--- src/rtl/uart_tx_ext.sv ---
// uart_tx_ext: UART transmitter with configurable frame format, runtime baud
// divisor and an input FIFO behind a valid/ready handshake. Words are sent
// LSB first, back-to-back while the FIFO holds data.
//
// Ports:
//   clk        - single clock
//   rst        - synchronous active-high reset
//   baud_div   - clock cycles per bit, sampled at each frame start (0/1 -> 2)
//   tx_data    - word to send
//   tx_valid   - tx_data is valid; pushed when tx_valid && tx_ready
//   tx_ready   - FIFO not full
//   tx_busy    - frame in progress or FIFO not empty
//   fifo_level - number of stored words (0..FIFO_DEPTH)
//   txd        - registered serial output, idle high
module uart_tx_ext #(
    parameter int DATA_BITS  = 8,
    parameter int PARITY     = 0,
    parameter int STOP_BITS  = 1,
    parameter int FIFO_DEPTH = 4,
    parameter int DIV_W      = 16
) (
    input  logic                          clk,
    input  logic                          rst,
    input  logic [DIV_W-1:0]              baud_div,
    input  logic [DATA_BITS-1:0]          tx_data,
    input  logic                          tx_valid,
    output logic                          tx_ready,
    output logic                          tx_busy,
    output logic [$clog2(FIFO_DEPTH):0]   fifo_level,
    output logic                          txd
);

    localparam int AW = $clog2(FIFO_DEPTH);

    typedef enum logic [2:0] {IDLE, START, DATA, PAR, STOP} state_t;

    state_t state, state_n;

    // FIFO storage and pointers
    logic [DATA_BITS-1:0] mem [FIFO_DEPTH];
    logic [AW-1:0]        wr_ptr, rd_ptr;
    logic [AW:0]          count;
    logic                 full, empty, push, pop;

    // Frame datapath
    logic [DATA_BITS-1:0] shift;
    logic [DIV_W-1:0]     div_lat, timer, div_clamp;
    logic [3:0]           bit_cnt;
    logic                 stop_cnt;
    logic                 par_bit;
    logic                 bit_end, last_data, last_stop;
    logic [DATA_BITS-1:0] word;

    assign full       = (count == (AW+1)'(FIFO_DEPTH));
    assign empty      = (count == '0);
    assign push       = tx_valid && tx_ready;
    assign tx_ready   = !full;
    assign fifo_level = count;
    assign tx_busy    = (state != IDLE) || !empty;

    assign word      = mem[rd_ptr];
    assign div_clamp = (baud_div < DIV_W'(2)) ? DIV_W'(2) : baud_div;
    assign bit_end   = (timer == '0);
    assign last_data = (bit_cnt == 4'(DATA_BITS - 1));
    assign last_stop = (stop_cnt == 1'(STOP_BITS - 1));

    // FIFO write port (storage needs no reset)
    always_ff @(posedge clk) begin
        if (push) begin
            mem[wr_ptr] <= tx_data;
        end
    end

    always_ff @(posedge clk) begin
        if (rst) begin
            wr_ptr <= '0;
            rd_ptr <= '0;
            count  <= '0;
        end else begin
            if (push) begin
                wr_ptr <= wr_ptr + AW'(1);
            end
            if (pop) begin
                rd_ptr <= rd_ptr + AW'(1);
            end
            unique case ({push, pop})
                2'b10:   count <= count + (AW+1)'(1);
                2'b01:   count <= count - (AW+1)'(1);
                default: count <= count;
            endcase
        end
    end

    always_ff @(posedge clk) begin
        if (rst) begin
            state <= IDLE;
        end else begin
            state <= state_n;
        end
    end

    // Next state and pop decision; the final stop bit pops directly into
    // START so consecutive frames have no idle gap.
    always_comb begin
        state_n = state;
        pop     = 1'b0;
        unique case (state)
            IDLE: begin
                if (!empty) begin
                    pop     = 1'b1;
                    state_n = START;
                end
            end
            START: begin
                if (bit_end) state_n = DATA;
            end
            DATA: begin
                if (bit_end && last_data) state_n = (PARITY != 0) ? PAR : STOP;
            end
            PAR: begin
                if (bit_end) state_n = STOP;
            end
            STOP: begin
                if (bit_end && last_stop) begin
                    if (!empty) begin
                        pop     = 1'b1;
                        state_n = START;
                    end else begin
                        state_n = IDLE;
                    end
                end
            end
            default: state_n = IDLE;
        endcase
    end

    // txd is registered: each branch drives the level of the bit that
    // begins at this edge, so it lines up with state.
    always_ff @(posedge clk) begin
        if (rst) begin
            txd      <= 1'b1;
            shift    <= '0;
            div_lat  <= DIV_W'(2);
            timer    <= '0;
            bit_cnt  <= '0;
            stop_cnt <= 1'b0;
            par_bit  <= 1'b0;
        end else if (pop) begin
            shift    <= word;
            div_lat  <= div_clamp;
            timer    <= div_clamp - DIV_W'(1);
            bit_cnt  <= '0;
            stop_cnt <= 1'b0;
            par_bit  <= (PARITY == 1) ? ~(^word) : (^word);
            txd      <= 1'b0;
        end else if (state != IDLE) begin
            if (bit_end) begin
                timer <= div_lat - DIV_W'(1);
                unique case (state)
                    START: txd <= shift[0];
                    DATA: begin
                        shift   <= shift >> 1;
                        bit_cnt <= bit_cnt + 4'd1;
                        if (last_data) begin
                            txd <= (PARITY != 0) ? par_bit : 1'b1;
                        end else begin
                            txd <= shift[1];
                        end
                    end
                    PAR:  txd <= 1'b1;
                    STOP: begin
                        stop_cnt <= ~stop_cnt;
                        txd      <= 1'b1;
                    end
                    default: txd <= 1'b1;
                endcase
            end else begin
                timer <= timer - DIV_W'(1);
            end
        end
    end

endmodule

--- config.mk ---
export PLATFORM = sky130hd
export DESIGN_NAME = uart_tx_ext
export DESIGN_NICKNAME = d
export VERILOG_FILES = /design/src/rtl/uart_tx_ext.sv
export SDC_FILE = /design/constraint.sdc
export NUM_CORES = 1
export LEC_CHECK = 0
export BUFFER_PORTS_ARGS = -buffer_cell sky130_fd_sc_hd__buf_2
export CORE_MARGIN = 8
export CORE_UTILIZATION = 47
export CTS_CLUSTER_DIAMETER = 50
export DETAILED_ROUTE_END_ITERATION = 10
export GPL_TIMING_DRIVEN = 0
export PLACE_DENSITY_LB_ADDON = 0.1
export SYNTH_ARGS = -nofsm -noshare
export SYNTH_HDL_FRONTEND = slang
export SYNTH_SLANG_ARGS = --single-unit
--- constraint.sdc ---
create_clock -name clk -period 9.2 [get_ports clk]
set_input_delay 0.46 -clock clk [delete_from_list [all_inputs] [get_ports clk]]
set_output_delay 0.46 -clock clk [all_outputs]
set_load 0.02 [all_outputs]
==> results of run 1 <==
[layout make-up]
type / count / area [µm²]
Buffer: 25 / 105
Clock buffer: 9 / 124
Tap cell: 111 / 139
Sequential cell: 90 / 2120
Clock inverter: 7 / 73.8
Inverter: 12 / 45.0
Multi-Input combinational cell: 304 / 2030
Timing Repair Buffer: 32 / 160
Fill cell: 841 / 4260
[stage by stage]
step	std cells	hold WS, ps	setup slack (ps)	power (mW)	cell area [µm²]
after global routing	590	296	4780	1.71	4800
after CTS	590	297	5090	1.60	4800
after detailed placement	574	452	5120	1.32	4600
after global placement	574	438	5120	1.31	4600
after floorplan	431	432	5860	1.13	4310
final	590	317	5060	1.59	4800
[registers in the layout (all words and copies together), names as in the netlist, named ones only]
name,flops
state,3
txd,1
bit_cnt,4
timer,16
rd_ptr,2
mem,32
wr_ptr,2
shift,8
div_lat,16
fifo_level,3
stop_cnt,1
[synth_stat cells (4+ instances only)]
cell / number / area, µm²
a21oi_1: 28 / 140
dfxtp_1: 58 / 1160
inv_1: 11 / 41.3
nand3_1: 8 / 40.0
a311oi_1: 13 / 114
ha_1: 7 / 87.6
mux4_2: 8 / 180
nor4_1: 4 / 25.0
a31o_2: 8 / 70.1
xnor2_1: 9 / 78.8
a211oi_1: 9 / 67.6
mux2i_1: 9 / 90.1
nor3_1: 17 / 85.1
edfxtp_1: 32 / 961
and3_1: 4 / 25.0
xor2_1: 7 / 61.3
nand2_1: 61 / 229
or3_1: 7 / 43.8
and2_1: 4 / 25.0
nand4_1: 7 / 43.8
buf_1: 7 / 26.3
clkbuf_1: 14 / 52.6
nor2_1: 42 / 158
o21ai_0: 13 / 65.1
[metal layers]
metal / vias to the layer above / routed length, µm
met4: 0 / 114
met5: - / 0
li1: 1673 / -
met2: 79 / 5160
met1: 1633 / 4640
met3: 9 / 430
[report_power, final]
group	switching, mW	total (mW)	leakage, nW	internal, mW
clock network	0.162	0.269	0.101	0.107
logic	0.462	0.751	0.852	0.288
registers	0.0632	0.571	0.770	0.508
[cells by family (layout without fill, tap and decap cells)]
logic type | count (synthesis) | in the layout | share of synthesized area [%]
flip-flops | 90 | 90 | 49.3
XOR/XNOR | 16 | 16 | 3.25
AND/OR/NAND/NOR | 171 | 171 | 19.5
AO/OA/AOI/OAI | 88 | 88 | 14.4
adder cells (fa/ha/maj) | 8 | 8 | 2.50
buffers and inverters | 37 | 85 | 3.49
multiplexers | 21 | 21 | 7.58
[worst min-delay path by stage]
stage | from | end | cells past startpoint
2_1_floorplan | div_lat[6]$_SDFFE_PP0N_ | div_lat[6]$_SDFFE_PP0N_ | 2
3_3_place_gp | div_lat[6]$_SDFFE_PP0N_ | div_lat[6]$_SDFFE_PP0N_ | 2
3_5_place_dp | div_lat[13]$_SDFFE_PP0N_ | div_lat[13]$_SDFFE_PP0N_ | 2
4_1_cts | tx_data[3] | mem[2][3]$_DFFE_PP_ | 1
5_1_grt | tx_data[3] | mem[0][3]$_DFFE_PP_ | 1
6_report | tx_data[2] | mem[2][2]$_DFFE_PP_ | 1
[worst register-to-register path, cell delays in order (launching register included)]
cell and delay (ps):
dfxtp_1 360, nor4_2 370, and4_4 300, a31oi_4 100
inv_2 180, buf_1 410, buf_1 540, clkbuf_1 500
ha_1 290, inv_1 60, fa_1 380, xor2_1 160
or3_1 300, a21oi_1 130
==> impl_metrics.toml, run 1 <==
[run_status]
status = "finished, final reports clean"

[synthesis]
syn_nets = 466
synth_edf_count = 32
synth_flop_cell = "dfxtp_1"
async_flop_share_pct = 0
synth_area_per_cell_um2 = 9.99
synth.ff_latch_count = 90
seq_area_frac_synth_pct = 49.3
syn_inst = 431
synth.cell_area_um2 = 4310
synth_cell_types = 53
yosys_warnings = 0

[power]
p_leak_nw = 1.72
p_per_area_nw_per_um2 = 331
peakVddDrop_uv = 137

[floorplanning]
start_util_pct = 47.5
dieArea_um2 = 12500
rows = 35
dieWidth_um = 112
core_area_um2 = 9060
die-height_um = 112
io_pins = 33

[grt]
grt_util_all_layers_pct = 17.2
grt_max_degree = 19
antenna_found_initial = 0
grt_pass1_wl_um = 17300
grt.overflow.total = 0
first_global_vias = 3433
grt_use_met2_pct = 29.2
met3_usage_pct = 2.81
busiest_layer = "met2"
grt_util_met1_pct = 21.2

[timing]
hold_violations = 0
rsz0062_at_grt = "false"
slew_headroom_pct = 10.1
layout_min_cycle_time_ps = 4140
max_freq_mhz = 241
worst_pin_slew_ps = 1340
maxSlewViolCount = 0
timing.final.crit_share_pct = 45.0
setup_violations = 0
clock-skew-final_ps = 8.03
tns_ps = 0

[worst_setup_path]
arrival_ps = 4420
cp_top_family = "buffers and inverters"
crit_buf_inv = 5
cp_cell_sequence = "nor4_2 -> and4_4 -> a31oi_4 -> inv_2 -> buf_1 -> buf_1 -> clkbuf_1 -> ha_1 -> inv_1 -> fa_1 -> xor2_1 -> or3_1 -> a21oi_1"
cp_common_cell = "buf_1"
cp_num_cells = 13
startpoint = "timer[6]$_SDFFE_PP0P_"
cp-end-kind = "flop"
crit_fanout = 10
critical_path_class = "flop to flop"
crit_slowest_cell = "buf_1"
cp.required_ps = 9480
r2r_cells = 13
r2r_setup_slack_ps = 5060
startpoint_type = "flop"
r2r-end = "fifo_level[2]$_SDFFE_PP0P_"
cpPeakStageDelay_ps = 540
setup.worst_path.end = "fifo_level[2]$_SDFFE_PP0P_"
reg2reg_from = "timer[6]$_SDFFE_PP0P_"

[finish]
area_growth_pct = 11.5
drive_gt1_share_pct = 17.5
nNetsFinal = 509
final_core_util_pct = 53.0
mostFrequentLayoutCells = "nand2_1 (61), dfxtp_1 (58), nor2_1 (42)"
diodes = 0
final_common_cell = "nand2_1"

[placed_design]
gp_congestion = 0.933
io_buffers = 32
dpl.hpwl_um = 7610

[routing]
antenna_left = 0
drtIter0Drc = 162
viasPerCell = 5.75
drc_errors = 0
wl_per_cell_um = 17.5
dr.pass1.iters = 4
drt_wl_total_um = 10300
vias = 3394

[clock_network]
cts_setup_buffers = 0
cts_made_buffers = 9
cts_tree = "yes"
htree_levels = 3
clk_latency_ps = 350
cts_resized = 0
cts_num_sinks = 90
clkSlewWorstSetupHoldPaths_ps = 100
holdBufCountCts = 0
root_buffer = "clkbuf_8"
clock_path_buffers = 2

[job]
cap_violations = 0

[hold_path]
min_path_type = "primary input to flop"
(Power assumes the default switching activity.)
==> inputs of run 2 (changes only) <==
==> constraint.sdc (replaced) <==
create_clock -name clk -period 3.9 [get_ports clk]
set_input_delay 0.195 -clock clk [delete_from_list [all_inputs] [get_ports clk]]
set_output_delay 0.195 -clock clk [all_outputs]
set_load 0.02 [all_outputs]
==> run 2 against run 1 <==
Compared with the run above:
- clock skew is essentially flat
- first-iteration DRC count grew 2.5%
- largest power group unchanged
- non-clock buffer count shrank 2
- cell area is essentially flat
==> impl_metrics.toml, run 2 (same netlist as run 1, synthesis figures left out) <==
[run_status]
status = "finished, final reports clean"

[routing]
drt_wl_total_um = 10300
drc_errors = 0
vias = 3365
wl_per_cell_um = 17.5
antenna_left = 0
drtIter0Drc = 166
dr.pass1.iters = 4
viasPerCell = 5.72

[clock_network]
root_buffer = "clkbuf_8"
clkSlewWorstSetupHoldPaths_ps = 100
cts_resized = 3
holdBufCountCts = 0
clock_path_buffers = 2
cts_setup_buffers = 0
cts_num_sinks = 90
clk_latency_ps = 350
cts_made_buffers = 9
htree_levels = 3
cts_tree = "yes"

[timing]
setup_violations = 0
maxSlewViolCount = 0
layout_min_cycle_time_ps = 3420
worst_pin_slew_ps = 1350
hold_violations = 0
timing.final.crit_share_pct = 87.6
max_freq_mhz = 293
setup_slack_ps = 482
tns_ps = 0
slew_headroom_pct = 9.51
rsz0062_at_grt = "false"
clock-skew-final_ps = 8.24

[floorplanning]
core_area_um2 = 9060
rows = 35
die-height_um = 112
io_pins = 33
dieWidth_um = 112
start_util_pct = 47.5
dieArea_um2 = 12500

[hold_path]
min_to = "mem[2][3]$_DFFE_PP_"
hp-start = "tx_data[3]"
min_path_type = "primary input to flop"
min_path_cells = 1

[placed_design]
gp_congestion = 0.933
io_buffers = 32
dpl.hpwl_um = 7610
place_inst = 574
pre_cts_ws_ps = -182

[grt]
grt_max_degree = 19
first_global_vias = 3428
grt.overflow.total = 0
antenna_found_initial = 0
grt_util_all_layers_pct = 17.2
grt_pass1_wl_um = 17300

[power]
p_per_area_nw_per_um2 = 780
peakVddDrop_uv = 321
p_leak_nw = 1.73
p_total_mw = 3.74

[finish]
final_common_cell = "nand2_1"
fin_cells = 588
drive_gt1_share_pct = 18.2
top_register = "mem"
area_growth_pct = 11.5
reg_top3 = "mem x32, div_lat x16, timer x16"
final_core_util_pct = 52.9
diodes = 0
nNetsFinal = 507
largest_reg_flops = 32
mostFrequentLayoutCells = "nand2_1 (61), dfxtp_1 (58), nor2_1 (42)"

[worst_setup_path]
startpoint_type = "flop"
crit_slowest_cell = "or4_1"
crit_fanout = 19
cp-end-kind = "flop"
critical_path_class = "flop to flop"
reg2reg_from = "state[1]$_SDFFE_PP0P_"
arrival_ps = 3690
r2r-end = "timer[14]$_SDFFE_PP0P_"
cpPeakStageDelay_ps = 550
r2r_setup_slack_ps = 480
r2r_cells = 12
cp_cell_sequence = "clkbuf_1 -> nor3_2 -> and2_4 -> a31oi_4 -> buf_6 -> buf_2 -> nand2_1 -> o21ai_0 -> ha_1 -> nand4_1 -> or4_1 -> a311oi_1"
cp.required_ps = 4170

[job]
cap_violations = 0
## run 2: per-stage QoR
stage | hold slack (ps) | area (µm²)
after floorplan | 294 | 4310
after global placement | 406 | 4600
after detailed placement | 417 | 4600
after CTS | 32.0 | 4810
after global routing | 30.5 | 4800
final | 46.6 | 4800
## run 2: worst max path at each step
stage                     cells past startpoint                         end                       start
after detailed placement                     13  fifo_level[2]$_SDFFE_PP0P_       timer[6]$_SDFFE_PP0P_
final                                        12      timer[14]$_SDFFE_PP0P_       state[1]$_SDFFE_PP0P_
after global routing                         12      timer[14]$_SDFFE_PP0P_       state[1]$_SDFFE_PP0P_
after CTS                                    12      timer[14]$_SDFFE_PP0P_  fifo_level[0]$_SDFFE_PP0P_
after floorplan                              12      timer[14]$_SDFFE_PP0P_  fifo_level[0]$_SDFFE_PP0P_
after global placement                       13  fifo_level[2]$_SDFFE_PP0P_       timer[6]$_SDFFE_PP0P_
## run 2: worst max-delay path: cells and delay by family, from the launching register on
kind / cells / cell delay [ps]
buffers and inverters: 3 / 910
AO/OA/AOI/OAI: 3 / 630
AND/OR/NAND/NOR: 5 / 1200
flip-flops: 1 / 320
adder cells (fa/ha/maj): 1 / 280
## run 2: where the power goes
part	total [mW]	internal [mW]	leakage (nW)	switching, mW
Clock	0.632	0.252	0.101	0.381
Sequential	1.35	1.20	0.770	0.148
Combinational	1.76	0.681	0.859	1.08
Total	3.74	2.13	1.73	1.61
## run 2: area by class of cell
| class | instances | area (µm²) |
|---|---|---|
| plain buffers | 23 | 101 |
| clock buffers | 9 | 124 |
| clock inverters | 7 | 73.8 |
| fillers | 841 | 4270 |
| inverters | 12 | 45.0 |
| multi-input cells | 304 | 2030 |
| flip-flops and latches | 90 | 2120 |
| well taps | 111 | 139 |
| repair buffers | 32 | 160 |
## run 2: per-layer routing
layer	global-route usage [%]	up-vias	wire length, µm
met2	29.2	70	5150
li1	-	1667	-
met4	6.93	0	154
met5	0	-	0
met3	2.76	14	344
met1	21.3	1614	4640
==> inputs of run 3 (changes only) <==
--- a/config.mk
+++ b/config.mk
@@ -6,8 +6,10 @@
 export NUM_CORES = 1
 export LEC_CHECK = 0
 export BUFFER_PORTS_ARGS = -buffer_cell sky130_fd_sc_hd__buf_2
+export CELL_PAD_IN_SITES_DETAIL_PLACEMENT = 1
+export CELL_PAD_IN_SITES_GLOBAL_PLACEMENT = 2
 export CORE_MARGIN = 8
-export CORE_UTILIZATION = 47
+export CORE_UTILIZATION = 39
 export CTS_CLUSTER_DIAMETER = 50
 export DETAILED_ROUTE_END_ITERATION = 10
 export GPL_TIMING_DRIVEN = 0
==> run 3 against run 2 <==
Compared with the run above:
- total power up 2.6%
- sequential power about the same
- sequential share of layout area down 0.51 points
- combinational power up 3%
- critical path type unchanged
- non-clock buffer count up 1
- global-route usage up 0.11 points
- hold slack worse by 26 ps
- sequential cell count unchanged
- highest routed layer unchanged
==> impl_metrics.toml, run 3 (same netlist as run 1, synthesis figures left out) <==
[power]
combPwrFrac_pct = 47.4
peakVddDrop_uv = 353
p_leak_nw = 1.74
pwr-share-clk_pct = 17.3
p_int_mw = 2.14
p_switching_mw = 1.70
pwr-share-seq_pct = 35.3
p_total_mw = 3.84
p_per_area_nw_per_um2 = 791
p_sw_share_pct = 44.3

[routing]
wl_met3_um = 252
antenna_left = 0
drt_wl_total_um = 11900
dr.pass1.iters = 4
viasPerCell = 5.47
vias = 3383
wl_per_cell_um = 19.2
drtIter0Drc = 152
wl_met2_um = 5960
drc_errors = 0
drt-met1-wl_um = 5390
top_layer = "met4"

[worst_setup_path]
arrival_ps = 3950
cp.required_ps = 4210
r2r-end = "fifo_level[2]$_SDFFE_PP0P_"
crit_fanout = 19
r2r_cells = 12
r2r_setup_slack_ps = 260
cp-end-kind = "flop"
reg2reg_from = "timer[6]$_SDFFE_PP0P_"
startpoint_type = "flop"
critical_path_class = "flop to flop"

[timing]
max_freq_mhz = 275
rsz0062_at_grt = "false"
worst_pin_slew_ps = 819
maxSlewViolCount = 0
hold_violations = 0
clock-skew-final_ps = 16.5
setup_violations = 0
timing.final.crit_share_pct = 93.4
slew_headroom_pct = 44.9
layout_min_cycle_time_ps = 3640
setup_slack_ps = 258

[grt]
grt.overflow.total = 0
first_global_vias = 3791
antenna_found_initial = 0
grt_util_all_layers_pct = 17.3
grt_pass1_wl_um = 19500
grt_max_degree = 20

[clock_network]
cts_num_sinks = 90
htree_levels = 3
cts_setup_buffers = 0
clk_latency_ps = 390
clock_path_buffers = 2
cts_tree = "yes"
cts_made_buffers = 9
clkSlewWorstSetupHoldPaths_ps = 110
root_buffer = "clkbuf_8"

[floorplanning]
die-height_um = 121
dieArea_um2 = 14700
io_pins = 33
rows = 38
dieWidth_um = 121
core_area_um2 = 10800
start_util_pct = 39.9

[placed_design]
io_buffers = 32
pre_cts_ws_ps = -385
dpl.hpwl_um = 8990
gp_congestion = 0.819

[finish]
area_growth_pct = 12.8
diodes = 0
final_core_util_pct = 45.0
reg_top3 = "mem x32, div_lat x16, timer x16"
drive_gt1_share_pct = 18.2
largest_reg_flops = 32
final_common_cell = "nand2_1"
top_register = "mem"
nNetsFinal = 508
mostFrequentLayoutCells = "nand2_1 (61), dfxtp_1 (58), nor2_1 (42)"
nFillCells = 1218

[job]
cap_violations = 0

[hold_path]
min_path_type = "primary input to flop"
hp-start = "tx_data[4]"
min_to = "mem[3][4]$_DFFE_PP_"
min_path_cells = 1

[run_status]
status = "finished, final reports clean"
[run 3: cell type report]
type / count / area (µm²) / area share [%]
clock inverters: 7 / 78.8 / 1.62
multi-input cells: 304 / 2040 / 42.0
inverters: 12 / 45.0 / 0.928
clock buffers: 9 / 124 / 2.55
plain buffers: 23 / 100 / 2.06
well taps: 140 / 175 / 3.61
flip-flops and latches: 90 / 2120 / 43.7
repair buffers: 33 / 170 / 3.51
[run 3: timing repair]
item,in CTS,in global routing
hold buffers,1,0
resized for setup,2,0
endpoints found under the setup margin,3,0
hold endpoints to repair,4,0
[run 3: worst max-delay path: stages, from the launching register on]
cell and delay, ps:
dfxtp_1 370, nor4_2 370, and4_4 300, a31oi_4 100
inv_2 190, buf_1 460, buf_2 470, ha_1 270
inv_1 60, fa_1 370, xor2_1 160, or3_1 310
a21oi_1 130
[run 3: worst max-delay path by stage]
stage                                    start                    endpoint  slack (ps)  cells after the start
floorplan           fifo_level[0]$_SDFFE_PP0P_      timer[14]$_SDFFE_PP0P_         560                     12
global placement         state[1]$_SDFFE_PP0P_  fifo_level[2]$_SDFFE_PP0P_        -380                     13
detailed placement       state[1]$_SDFFE_PP0P_  fifo_level[2]$_SDFFE_PP0P_        -390                     14
CTS                      timer[6]$_SDFFE_PP0P_  fifo_level[2]$_SDFFE_PP0P_         210                     12
global route             timer[6]$_SDFFE_PP0P_  fifo_level[2]$_SDFFE_PP0P_          80                     12
finish                   timer[6]$_SDFFE_PP0P_  fifo_level[2]$_SDFFE_PP0P_         260                     12
[run 3: metal layers]
| layer | up-vias | track usage, % |
|---|---|---|
| met5 | - | 0 |
| met4 | 0 | 8.59 |
| met3 | 21 | 3.07 |
| met2 | 37 | 30.5 |
| met1 | 1662 | 19.6 |
| li1 | 1663 | - |
[run 3: stage by stage]
step	TNS [ps]	hold WS (ps)	instances	instance area, µm²
final	0	20.2	618	4850
after global routing	0	6.39	618	4850
after CTS	0	1.26	618	4850
after detailed placement	-839	411	603	4640
after global placement	-722	405	603	4640
after floorplan	0	294	431	4310
[run 3: power by group through the flow]
stage	clock [mW]	combinational (mW)	sequential, mW
after global placement	0	1.80	1.36
after CTS	0.690	1.84	1.36
after floorplan	0	1.34	1.33
final	0.665	1.82	1.35
after detailed placement	0	1.84	1.38
after global routing	0.720	2.02	1.38
